[src/rtl/write_module.sv]
`default_nettype none
// ============================================================================
// Module   : write_module
// Purpose  : Write path of an 8-set, 2-way, 16-word-line write-back /
//            write-allocate cache with dirty-victim writeback and line fill.
// Revision : 1.0  initial release
// ============================================================================
module write_module (
    input  logic        clk,
    input  logic        rst,
    input  logic        req_valid,
    output logic        req_ready,
    input  logic [11:0] req_addr,
    input  logic [7:0]  req_data,
    output logic        done,
    output logic        hit,
    output logic        mem_we,
    output logic        mem_re,
    output logic [11:0] mem_addr,
    output logic [7:0]  mem_wdata,
    input  logic [7:0]  mem_rdata
);

    typedef enum logic [2:0] {
        S_IDLE   = 3'd0,
        S_LOOKUP = 3'd1,
        S_WB     = 3'd2,
        S_FILL   = 3'd3,
        S_WRITE  = 3'd4
    } state_t;

    state_t      state_q;
    logic [11:0] addr_q;
    logic [7:0]  wdata_q;
    logic        way_q;
    logic [4:0]  cnt_q;
    logic [7:0]  lru_q;
    logic [6:0]  tag_q  [16];
    logic [7:0]  line_q [256];

    logic [2:0]  idx;
    logic [4:0]  req_tag;
    logic [3:0]  off;
    logic [6:0]  ent0;
    logic [6:0]  ent1;
    logic [6:0]  vict_ent;
    logic [6:0]  way_ent;
    logic        hit0;
    logic        hit1;
    logic        hit_d;
    logic        way_d;
    logic        dirty_d;
    logic [3:0]  word_nxt;
    logic [3:0]  word_prev;
    logic        arr_we;
    logic [7:0]  arr_idx;
    logic [7:0]  arr_wdata;

    assign idx       = addr_q[6:4];
    assign req_tag   = addr_q[11:7];
    assign off       = addr_q[3:0];
    assign ent0      = tag_q[{idx, 1'b0}];
    assign ent1      = tag_q[{idx, 1'b1}];
    assign way_ent   = tag_q[{idx, way_q}];
    assign hit0      = ent0[6] && (ent0[4:0] == req_tag);
    assign hit1      = ent1[6] && (ent1[4:0] == req_tag);
    assign hit_d     = hit0 | hit1;
    assign word_nxt  = cnt_q[3:0] + 4'd1;
    assign word_prev = cnt_q[3:0] - 4'd1;

    // Target way: the matching way on a hit, otherwise the victim
    // (lowest invalid way first, then the LRU pointer).
    always_comb begin
        way_d = 1'b0;
        if (hit_d) begin
            way_d = hit1;
        end else if (!ent0[6]) begin
            way_d = 1'b0;
        end else if (!ent1[6]) begin
            way_d = 1'b1;
        end else begin
            way_d = lru_q[idx];
        end
    end

    assign vict_ent = way_d ? ent1 : ent0;
    assign dirty_d  = vict_ent[6] & vict_ent[5];

    // Line array writes: fill words land one cycle after their read strobe.
    always_comb begin
        arr_we    = 1'b0;
        arr_idx   = 8'd0;
        arr_wdata = 8'd0;
        if ((state_q == S_FILL) && (cnt_q != 5'd0)) begin
            arr_we    = 1'b1;
            arr_idx   = {idx, way_q, word_prev};
            arr_wdata = mem_rdata;
        end else if (state_q == S_WRITE) begin
            arr_we    = 1'b1;
            arr_idx   = {idx, way_q, off};
            arr_wdata = wdata_q;
        end
    end

    always_ff @(posedge clk) begin
        if (arr_we) begin
            line_q[arr_idx] <= arr_wdata;
        end
    end

    always_ff @(posedge clk or posedge rst) begin
        if (rst) begin
            state_q   <= S_IDLE;
            req_ready <= 1'b1;
            done      <= 1'b0;
            hit       <= 1'b0;
            mem_we    <= 1'b0;
            mem_re    <= 1'b0;
            mem_addr  <= 12'd0;
            mem_wdata <= 8'd0;
            addr_q    <= 12'd0;
            wdata_q   <= 8'd0;
            way_q     <= 1'b0;
            cnt_q     <= 5'd0;
            lru_q     <= 8'd0;
            for (int i = 0; i < 16; i++) begin
                tag_q[i] <= 7'd0;
            end
        end else begin
            done <= 1'b0;
            case (state_q)
                S_IDLE: begin
                    if (req_valid) begin
                        addr_q    <= req_addr;
                        wdata_q   <= req_data;
                        req_ready <= 1'b0;
                        state_q   <= S_LOOKUP;
                    end
                end
                S_LOOKUP: begin
                    hit   <= hit_d;
                    way_q <= way_d;
                    cnt_q <= 5'd0;
                    if (hit_d) begin
                        state_q <= S_WRITE;
                    end else if (dirty_d) begin
                        state_q   <= S_WB;
                        mem_we    <= 1'b1;
                        mem_addr  <= {vict_ent[4:0], idx, 4'd0};
                        mem_wdata <= line_q[{idx, way_d, 4'd0}];
                    end else begin
                        state_q  <= S_FILL;
                        mem_re   <= 1'b1;
                        mem_addr <= {req_tag, idx, 4'd0};
                    end
                end
                S_WB: begin
                    if (cnt_q[3:0] == 4'd15) begin
                        state_q   <= S_FILL;
                        cnt_q     <= 5'd0;
                        mem_we    <= 1'b0;
                        mem_re    <= 1'b1;
                        mem_addr  <= {req_tag, idx, 4'd0};
                        mem_wdata <= 8'd0;
                    end else begin
                        cnt_q     <= cnt_q + 5'd1;
                        mem_addr  <= {way_ent[4:0], idx, word_nxt};
                        mem_wdata <= line_q[{idx, way_q, word_nxt}];
                    end
                end
                S_FILL: begin
                    cnt_q <= cnt_q + 5'd1;
                    if (cnt_q == 5'd16) begin
                        state_q <= S_WRITE;
                    end else if (cnt_q == 5'd15) begin
                        mem_re   <= 1'b0;
                        mem_addr <= 12'd0;
                    end else begin
                        mem_addr <= {req_tag, idx, word_nxt};
                    end
                end
                S_WRITE: begin
                    tag_q[{idx, way_q}] <= {2'b11, req_tag};
                    lru_q[idx]          <= ~way_q;
                    state_q             <= S_IDLE;
                    req_ready           <= 1'b1;
                    done                <= 1'b1;
                end
                default: begin
                    state_q   <= S_IDLE;
                    req_ready <= 1'b1;
                end
            endcase
        end
    end

endmodule
`default_nettype wire

[config.mk]
export PLATFORM = sky130hd
export DESIGN_NAME = write_module
export DESIGN_NICKNAME = d
export VERILOG_FILES = /design/src/rtl/write_module.sv
export SDC_FILE = /design/constraint.sdc
export NUM_CORES = 2
export LEC_CHECK = 0
export ABC_AREA = 1
export CAP_MARGIN = 20
export CORE_ASPECT_RATIO = 0.6
export CORE_MARGIN = 8
export CORE_UTILIZATION = 40
export CTS_BUF_LIST = sky130_fd_sc_hd__clkbuf_4 sky130_fd_sc_hd__clkbuf_8 sky130_fd_sc_hd__clkbuf_16
export CTS_CLUSTER_SIZE = 24
export DETAILED_ROUTE_END_ITERATION = 8
export GPL_TIMING_DRIVEN = 1
export HOLD_SLACK_MARGIN = 0.08
export PLACE_DENSITY = 0.68
export SKIP_CTS_REPAIR_TIMING = 1
export SLEW_MARGIN = 20
export SYNTH_ARGS = -nofsm -noshare
export SYNTH_HDL_FRONTEND = slang
export SYNTH_SLANG_ARGS = --single-unit
[constraint.sdc]
create_clock -name clk -period 12.65 [get_ports clk]
set_input_delay 2.53 -clock clk [delete_from_list [all_inputs] [get_ports clk]]
set_output_delay 2.53 -clock clk [all_outputs]
set_load 0.005 [all_outputs]
[Word-level counts from Yosys, hierarchy flattened]
Memories as Yosys holds them, arrays and structs flattened.
Index checks and enable logic that the tools add are counted.
Word-level totals
  memories: 1
  output and inout bits: 25
  register bits after elaboration: 174
  bits of input ports: 31
  logic and storage cells: 139
  bits in writable memories: 2048
Operators by class
  bitwise operators: 7
  add/sub/neg operators: 3
  order comparisons: 6
  muxes and demuxes: 59
  eq/ne operators: 17
  reductions and logical operators: 17
Memories
  line_q: depth 256, width 8, read ports 2, clocked after Yosys merged registers in 0, write ports 1, line 39  | logic [7:0] line_q [256];
Operators by type and width (number)
  $bwmux W112: 1
  $bmux W7 S4: 3
  $mux W12: 5
  $mux W8: 7
  $mux W7: 6
  $pmux W12 S3: 1
  $demux W7 S4: 1
  $mux W1: 19
  $pmux W8 S2: 1
  $ge A5 B5 Y1 const B: 3
  $mux W5: 3
  $not A4 Y5: 3
  $pmux W5 S3: 1
  $mux W3: 4
  $ne A2 B2 Y1 const B: 6
  $pmux W3 S4: 1
  $eq A5 B5 Y1: 2
  $reduce_and A3 Y1: 3
  $bwmux W8: 1
  $eq A3 B2 Y1 const B: 2
  $reduce_and A6 Y1: 1
  $add A5 B1 Y5 const B: 1
  $eq A5 B4 Y1 const B: 1
  $eq A5 B5 Y1 const B: 1
  other kinds (24): 32

[Logic depth before layout (Yosys ltp)]
  depth after elaboration: 13
  gate-level depth with buffers: 22
  mapped depth without buffers: 18

[Least setup slack after synthesis]
No wires, ideal clock.
  kind: register to register
  start: reg state_q[1]
  end: mem line_q[0][0] (data pin)
  data arrival time: 10.820 ns
  data required time: 10.461 ns
  cell stages (with the launch flop): 5
  path buffers: 1
  period minus slack after synthesis: 13.009 ns
  setup slack: -0.359 ns
  library setup time: 2.189 ns
  cell sequence: dfrtp_1 nor2_1 nand2_1 clkbuf_1 o21ai_0
Between the ends
  word-level cells in the longest chain between the ends: 3
  elaborated cells between the ends (all ways): 5
  those cells by class: eq/ne: 2; mux: 2; reduce/logical: 1
Ends and longest elaborated chain
  from (decl): line 32  | state_t state_q;
  from (signal assigned): line 113  | state_q <= S_IDLE;
  from (signal assigned): line 137  | state_q <= S_LOOKUP;
  from (signal assigned): line 145  | state_q <= S_WRITE;
  $eq A3 B3 Y1 or $eq A3 B2 Y1 (tied branches): line 98, 94
  $mux W8 or $logic_and A1 B1 Y1 (tied branches): line 98, 94
  $mux W8 (*): line 94  | if ((state_q == S_FILL) && (cnt_q != 5'd0)) begin
  net arr_wdata[0]: line 57  | logic [7:0] arr_wdata;
  to (decl): line 39
The timed path passes the listed nets; every way through them passes the cells marked *.

[Worst setup path after layout]
  start: reg cnt_q[0]
  end: reg mem_wdata[4]
Between the ends
  word-level cells in the longest chain between the ends: 4
  elaborated cells between the ends (all ways): 5
  those cells by class: add/sub: 1; eq/ne: 1; mux: 2; memory: 1
Ends and longest elaborated chain
  from (decl): line 36  | logic [4:0] cnt_q;
  from (signal assigned): line 166  | cnt_q <= cnt_q + 5'd1;
  from (signal assigned): line 172  | cnt_q <= cnt_q + 5'd1;
  $add A4 B1 Y4: line 68  | assign word_nxt = cnt_q[3:0] + 4'd1;
  $mem_v2 Z256 W8
  $mux W8 (*): line 158  | if (cnt_q[3:0] == 4'd15) begin
  $pmux W8 S2 (*): line 131  | case (state_q)
  to (signal assigned): line 150  | mem_wdata <= line_q[{idx, way_d, 4'd0}];
  to (signal assigned): line 168  | mem_wdata <= line_q[{idx, way_q, word_nxt}];
  to (decl): line 20  | output logic [7:0] mem_wdata,
Mark *: on every way between the ends. The rest lies on a longest branch, timed or not.
A chain may end at the register's enable or synchronous reset.

==> parameters.txt <==
Parameter                              Value

Run status
  Result of the run ... finished clean

Min path
  Hold/Removal Path Class ... flop to flop
  Launch instance of the worst min-delay path ... tag_q[54]$_DFFE_PP0P_

CTS
  Clock Tree Buf Depth ... 4
  Clock tree from TritonCTS ... done
  Source-to-sink clock delay at the later pin of the worst-skew pair ... 0.84 ns
  Count of clock tree sinks ... 2206
  H-tree level count ... 4
  Clock slew at reported path FFs ... 0.07 ns
  Root buffer cell ... sky130_fd_sc_hd__clkbuf_16
  Number of buffers created by CTS ... 189

Logic synthesis
  Average cell area after synthesis ... 11.87 µm²
  Dominant register cell in the synthesized netlist ... sky130_fd_sc_hd__edfxtp_1
  Synthesized netlist cell count ... 7701
  Number of enable-type register cells in the synthesized netlist ... 2048
  Share of the synthesized area in the top cell type ... 67.29%
  Leading cell types by total area after synthesis ... sky130_fd_sc_hd__edfxtp_1 67%, sky130_fd_sc_hd__o21ai_0 6.3%, sky130_fd_sc_hd__nor2_1 6.0%
  Netlist area before placement ... 0.09139 mm²
  Post-synthesis sequential element count ... 2206
  Area leader, netlist ... sky130_fd_sc_hd__edfxtp_1
  Sequential share of the synthesized area ... 71.62%
  Mapped Nets ... 7737
  Netlist cell types ... 44
  Yosys Warn Count ... 0
  Share of flip-flops with an asynchronous set or reset after synthesis ... 7.162%

Setup path
  Worst flop-to-flop path startpoint ... cnt_q[0]$_DFFE_PP0N_
  Slowest CP cell ... sky130_fd_sc_hd__dfrtp_4
  Launching element of the worst setup path ... cnt_q[0]$_DFFE_PP0N_
  Crit-path cells ... inv_8 > ha_4 > buf_4 > buf_4 > buf_4 > o21ai_0 > o211ai_1 > nand3_1 > nand2_1 > nand2_1 > nand4_1 > nand2_1 > nand4_1 > a21oi_1 > a21oi_1
  Family with the most delay on the worst path ... buffers and inverters
  Number of buffer and inverter stages on the critical path ... 4
  Type of the setup path with the least slack ... flop to flop
  CP max stage delay ... 1.09 ns
  Crit path max fanout ... 128
  Data arrival time of the critical path ... 7.20 ns
  Critical Path End Type ... flop
  Required arrival time at the worst endpoint ... 13.39 ns
  Startpoint class of the critical path ... flop

Timing
  Final worst-path setup slack ... 6.189 ns
  Final-report setup violation count ... 0
  Slew margin rel. ... 4.232%
  Number of max-slew violations in the final report ... 0
  Setup skew after layout ... 0.03914 ns
  Post-route fraction of the period consumed by the critical path ... 51.08%
  Final worst path period need ... 6.461 ns
  Setup repair after global routing missed its margin ... false
  Maximum frequency from static timing analysis ... 154.8 MHz
  Worst slew pin tran ... 1.437 ns
  Final number of hold-violating endpoints ... 0

Die
  # rows ... 136
  Overall die height ... 386.2 µm
  Io pins ... 56
  Placeable core region ... 0.2280 mm²
  Overall die area ... 0.2445 mm²
  Width of the chip ... 633.1 µm
  Initial standard-cell utilization of the core ... 40.08%

Routing
  Mean number of vias per cell ... 5.945
  Final WL ... 272700 µm
  Detailed-route DRC error count ... 0
  Remaining number of nets flagged by the antenna check after routing ... 0
  Wire length per cell ... 25.58 µm
  Pre-antenna DRT Iters ... 7
  Vias after detailed routing ... 63381
  First-iteration detailed-routing DRC count ... 10298

Power and ir drop
  Cell leakage power ... 33.41 nW
  Power Density ... 270.2 mW/mm²
  Largest voltage drop on the vdd net ... 0.3502 mV
  Overall power consumption ... 27.10 mW

Run
  Number of max-cap violations ... 0

Finish
  Area of the multi-input gates ... 0.02262 mm²
  Layout-stage area growth over the synthesis result ... 9.733%
  Final standard cell area without fillers ... 0.1003 mm²
  Fill cell count ... 20388
  Non-filler cells in the finished layout ... 10662
  Fraction of layout instances using a drive strength above 1 ... 5.902%
  Number of nets in the layout ... 7523
  Core occupancy in the finished layout ... 43.98%
  Storage element area ... 0.06546 mm²

Placed design
  Area after DPL ... 0.09440 mm²
  I/O Buffers ... 55
  Dpl hpwl ... 162200 µm
  Setup slack at placement ... 6.466 ns
  Routability-driven placement congestion ratio ... 0.9349
  Placed cell count ... 10331

Global routing
  Via count of the first global-routing pass ... 57862
  Global-route wire length before repair ... 397700 µm
  Overall Global Routing Usage ... 21.44%
  Antenna violations before repair ... 4
  Global route overflow ... 0
  Maximum number of pins on one net before global-route repair ... 235
cells by family after synthesis:
group	count (synthesis)	share of synthesized area, %
adder cells (fa/ha/maj)	5	0.06845
flip-flops	2206	71.62
AND/OR/NAND/NOR	2693	11.84
buffers and inverters	843	3.814
XOR/XNOR	4	0.03833
multiplexers	4	0.04928
AO/OA/AOI/OAI	1946	12.57
synthesized netlist by cell type (2+ instances only):
library cell	count
sky130_fd_sc_hd__or2_2	3
sky130_fd_sc_hd__a21oi_1	183
sky130_fd_sc_hd__clkinv_1	4
sky130_fd_sc_hd__o211ai_1	383
sky130_fd_sc_hd__nand3_1	427
sky130_fd_sc_hd__nand2_1	735
sky130_fd_sc_hd__a41oi_1	4
sky130_fd_sc_hd__dfrtp_1	157
sky130_fd_sc_hd__buf_6	17
sky130_fd_sc_hd__nand4_1	43
sky130_fd_sc_hd__o21ai_1	16
sky130_fd_sc_hd__o31ai_1	2
sky130_fd_sc_hd__nor3_1	7
sky130_fd_sc_hd__buf_2	128
sky130_fd_sc_hd__ha_1	5
sky130_fd_sc_hd__nand2_2	5
sky130_fd_sc_hd__o221ai_1	180
sky130_fd_sc_hd__mux2_2	4
sky130_fd_sc_hd__xor2_1	4
sky130_fd_sc_hd__buf_1	40
sky130_fd_sc_hd__buf_4	9
sky130_fd_sc_hd__inv_2	7
sky130_fd_sc_hd__edfxtp_1	2048
sky130_fd_sc_hd__clkbuf_1	369
sky130_fd_sc_hd__inv_1	269
sky130_fd_sc_hd__nor2_1	1466
sky130_fd_sc_hd__o21ai_0	1146
sky130_fd_sc_hd__o22ai_1	3
sky130_fd_sc_hd__a22oi_1	21
sky130_fd_sc_hd__nor2_4	2
metal layers:
metal / vias to the layer above / share of wire (%) / track usage [%]
li1: 27428 / - / -
met1: 31233 / 43 / 32.80
met2: 4285 / 39 / 28.39
met3: 435 / 16 / 8.342
met4: 0 / 2.4 / 4.645
met5: - / 0 / 0
area by class of cell:
type	instances	area share, %
repair buffers	158	1.477
well taps	3036	3.788
clock inverters	78	0.5714
clock buffers	250	5.244
flip-flops and latches	2206	65.28
multi-input cells	4652	22.56
inverters	280	1.078
diodes	2	0.004991
per-stage QoR:
stage               hold slack [ns]  setup TNS (ns)
detailed placement           0.4378               0
global route                 0.4725               0
global placement             0.4358               0
CTS                          0.4538               0
floorplan                    0.4226         -642.63
finish                       0.4562               0
worst reg2reg max path, stage by stage (launching register included):
cell	delay, ns
sky130_fd_sc_hd__dfrtp_4	1.09
sky130_fd_sc_hd__inv_8	0.53
sky130_fd_sc_hd__ha_4	0.78
sky130_fd_sc_hd__buf_4	0.78
sky130_fd_sc_hd__buf_4	0.77
sky130_fd_sc_hd__buf_4	0.80
sky130_fd_sc_hd__o21ai_0	0.31
sky130_fd_sc_hd__o211ai_1	0.24
sky130_fd_sc_hd__nand3_1	0.21
sky130_fd_sc_hd__nand2_1	0.23
sky130_fd_sc_hd__nand2_1	0.08
sky130_fd_sc_hd__nand4_1	0.09
sky130_fd_sc_hd__nand2_1	0.08
sky130_fd_sc_hd__nand4_1	0.11
sky130_fd_sc_hd__a21oi_1	0.08
sky130_fd_sc_hd__a21oi_1	0.18
cells in the final DEF (no fill, tap or decap), types with 3 or more instances in the layout:
cell type,count
sky130_fd_sc_hd__buf_12,11
sky130_fd_sc_hd__mux2_2,4
sky130_fd_sc_hd__nor3_1,6
sky130_fd_sc_hd__o21ai_1,22
sky130_fd_sc_hd__o21ai_0,1133
sky130_fd_sc_hd__bufinv_16,7
sky130_fd_sc_hd__clkbuf_4,55
sky130_fd_sc_hd__nand4_1,43
sky130_fd_sc_hd__o22ai_1,3
sky130_fd_sc_hd__o21ai_4,7
sky130_fd_sc_hd__inv_8,3
sky130_fd_sc_hd__nor2_1,1463
sky130_fd_sc_hd__o221ai_1,180
sky130_fd_sc_hd__clkbuf_16,192
sky130_fd_sc_hd__a22oi_1,21
sky130_fd_sc_hd__or2_2,3
sky130_fd_sc_hd__buf_4,91
sky130_fd_sc_hd__nor2_4,5
sky130_fd_sc_hd__nand2_2,6
sky130_fd_sc_hd__a41oi_1,4
sky130_fd_sc_hd__nand2_1,733
sky130_fd_sc_hd__clkinv_8,3
sky130_fd_sc_hd__o211ai_1,383
sky130_fd_sc_hd__inv_2,7
sky130_fd_sc_hd__nand3_1,427
sky130_fd_sc_hd__clkinv_2,29
sky130_fd_sc_hd__ha_1,4
sky130_fd_sc_hd__edfxtp_1,2048
sky130_fd_sc_hd__dfrtp_1,155
sky130_fd_sc_hd__clkbuf_8,3
sky130_fd_sc_hd__a21oi_1,183
sky130_fd_sc_hd__clkinv_1,38
sky130_fd_sc_hd__clkdlybuf4s50_1,55
sky130_fd_sc_hd__inv_1,264
sequential cells by signal (all words and copies together), names as in the netlist:
| name | count |
|---|---|
| hit | 1 |
| lru_q | 8 |
| way_q | 1 |
| mem_we | 1 |
| mem_wdata | 8 |
| mem_re | 1 |
| addr_q | 12 |
| wdata_q | 8 |
| tag_q | 96 |
| state_q | 3 |
| mem_addr | 12 |
| done | 1 |
| cnt_q | 5 |
| req_ready | 1 |
| line_q | 2048 |
final timing paths:
path                            slack (ns)  cells after the start                        to
worst min register to register        0.46                      2     tag_q[54]$_DFFE_PP0P_
max in group asynchronous             9.17                      4     req_ready$_DFFE_PP1P_
worst max register to register        6.19                     15  mem_wdata[4]$_DFFE_PP0P_
min in group asynchronous             2.25                      2    wdata_q[5]$_DFFE_PP0P_
worst min-delay path                  0.46                      2     tag_q[54]$_DFFE_PP0P_
worst max-delay path                  6.19                     15  mem_wdata[4]$_DFFE_PP0P_
power by group:
| part | internal, mW | switching, mW | leakage, nW | total (mW) |
|---|---|---|---|---|
| combinational | 2.90 | 9.20 | 9.61 | 12.1 |
| sequential | 9.04 | 0.220 | 20.9 | 9.26 |
| clock | 3.07 | 2.66 | 2.94 | 5.73 |
Note: power is estimated with default switching activity, not from simulation.
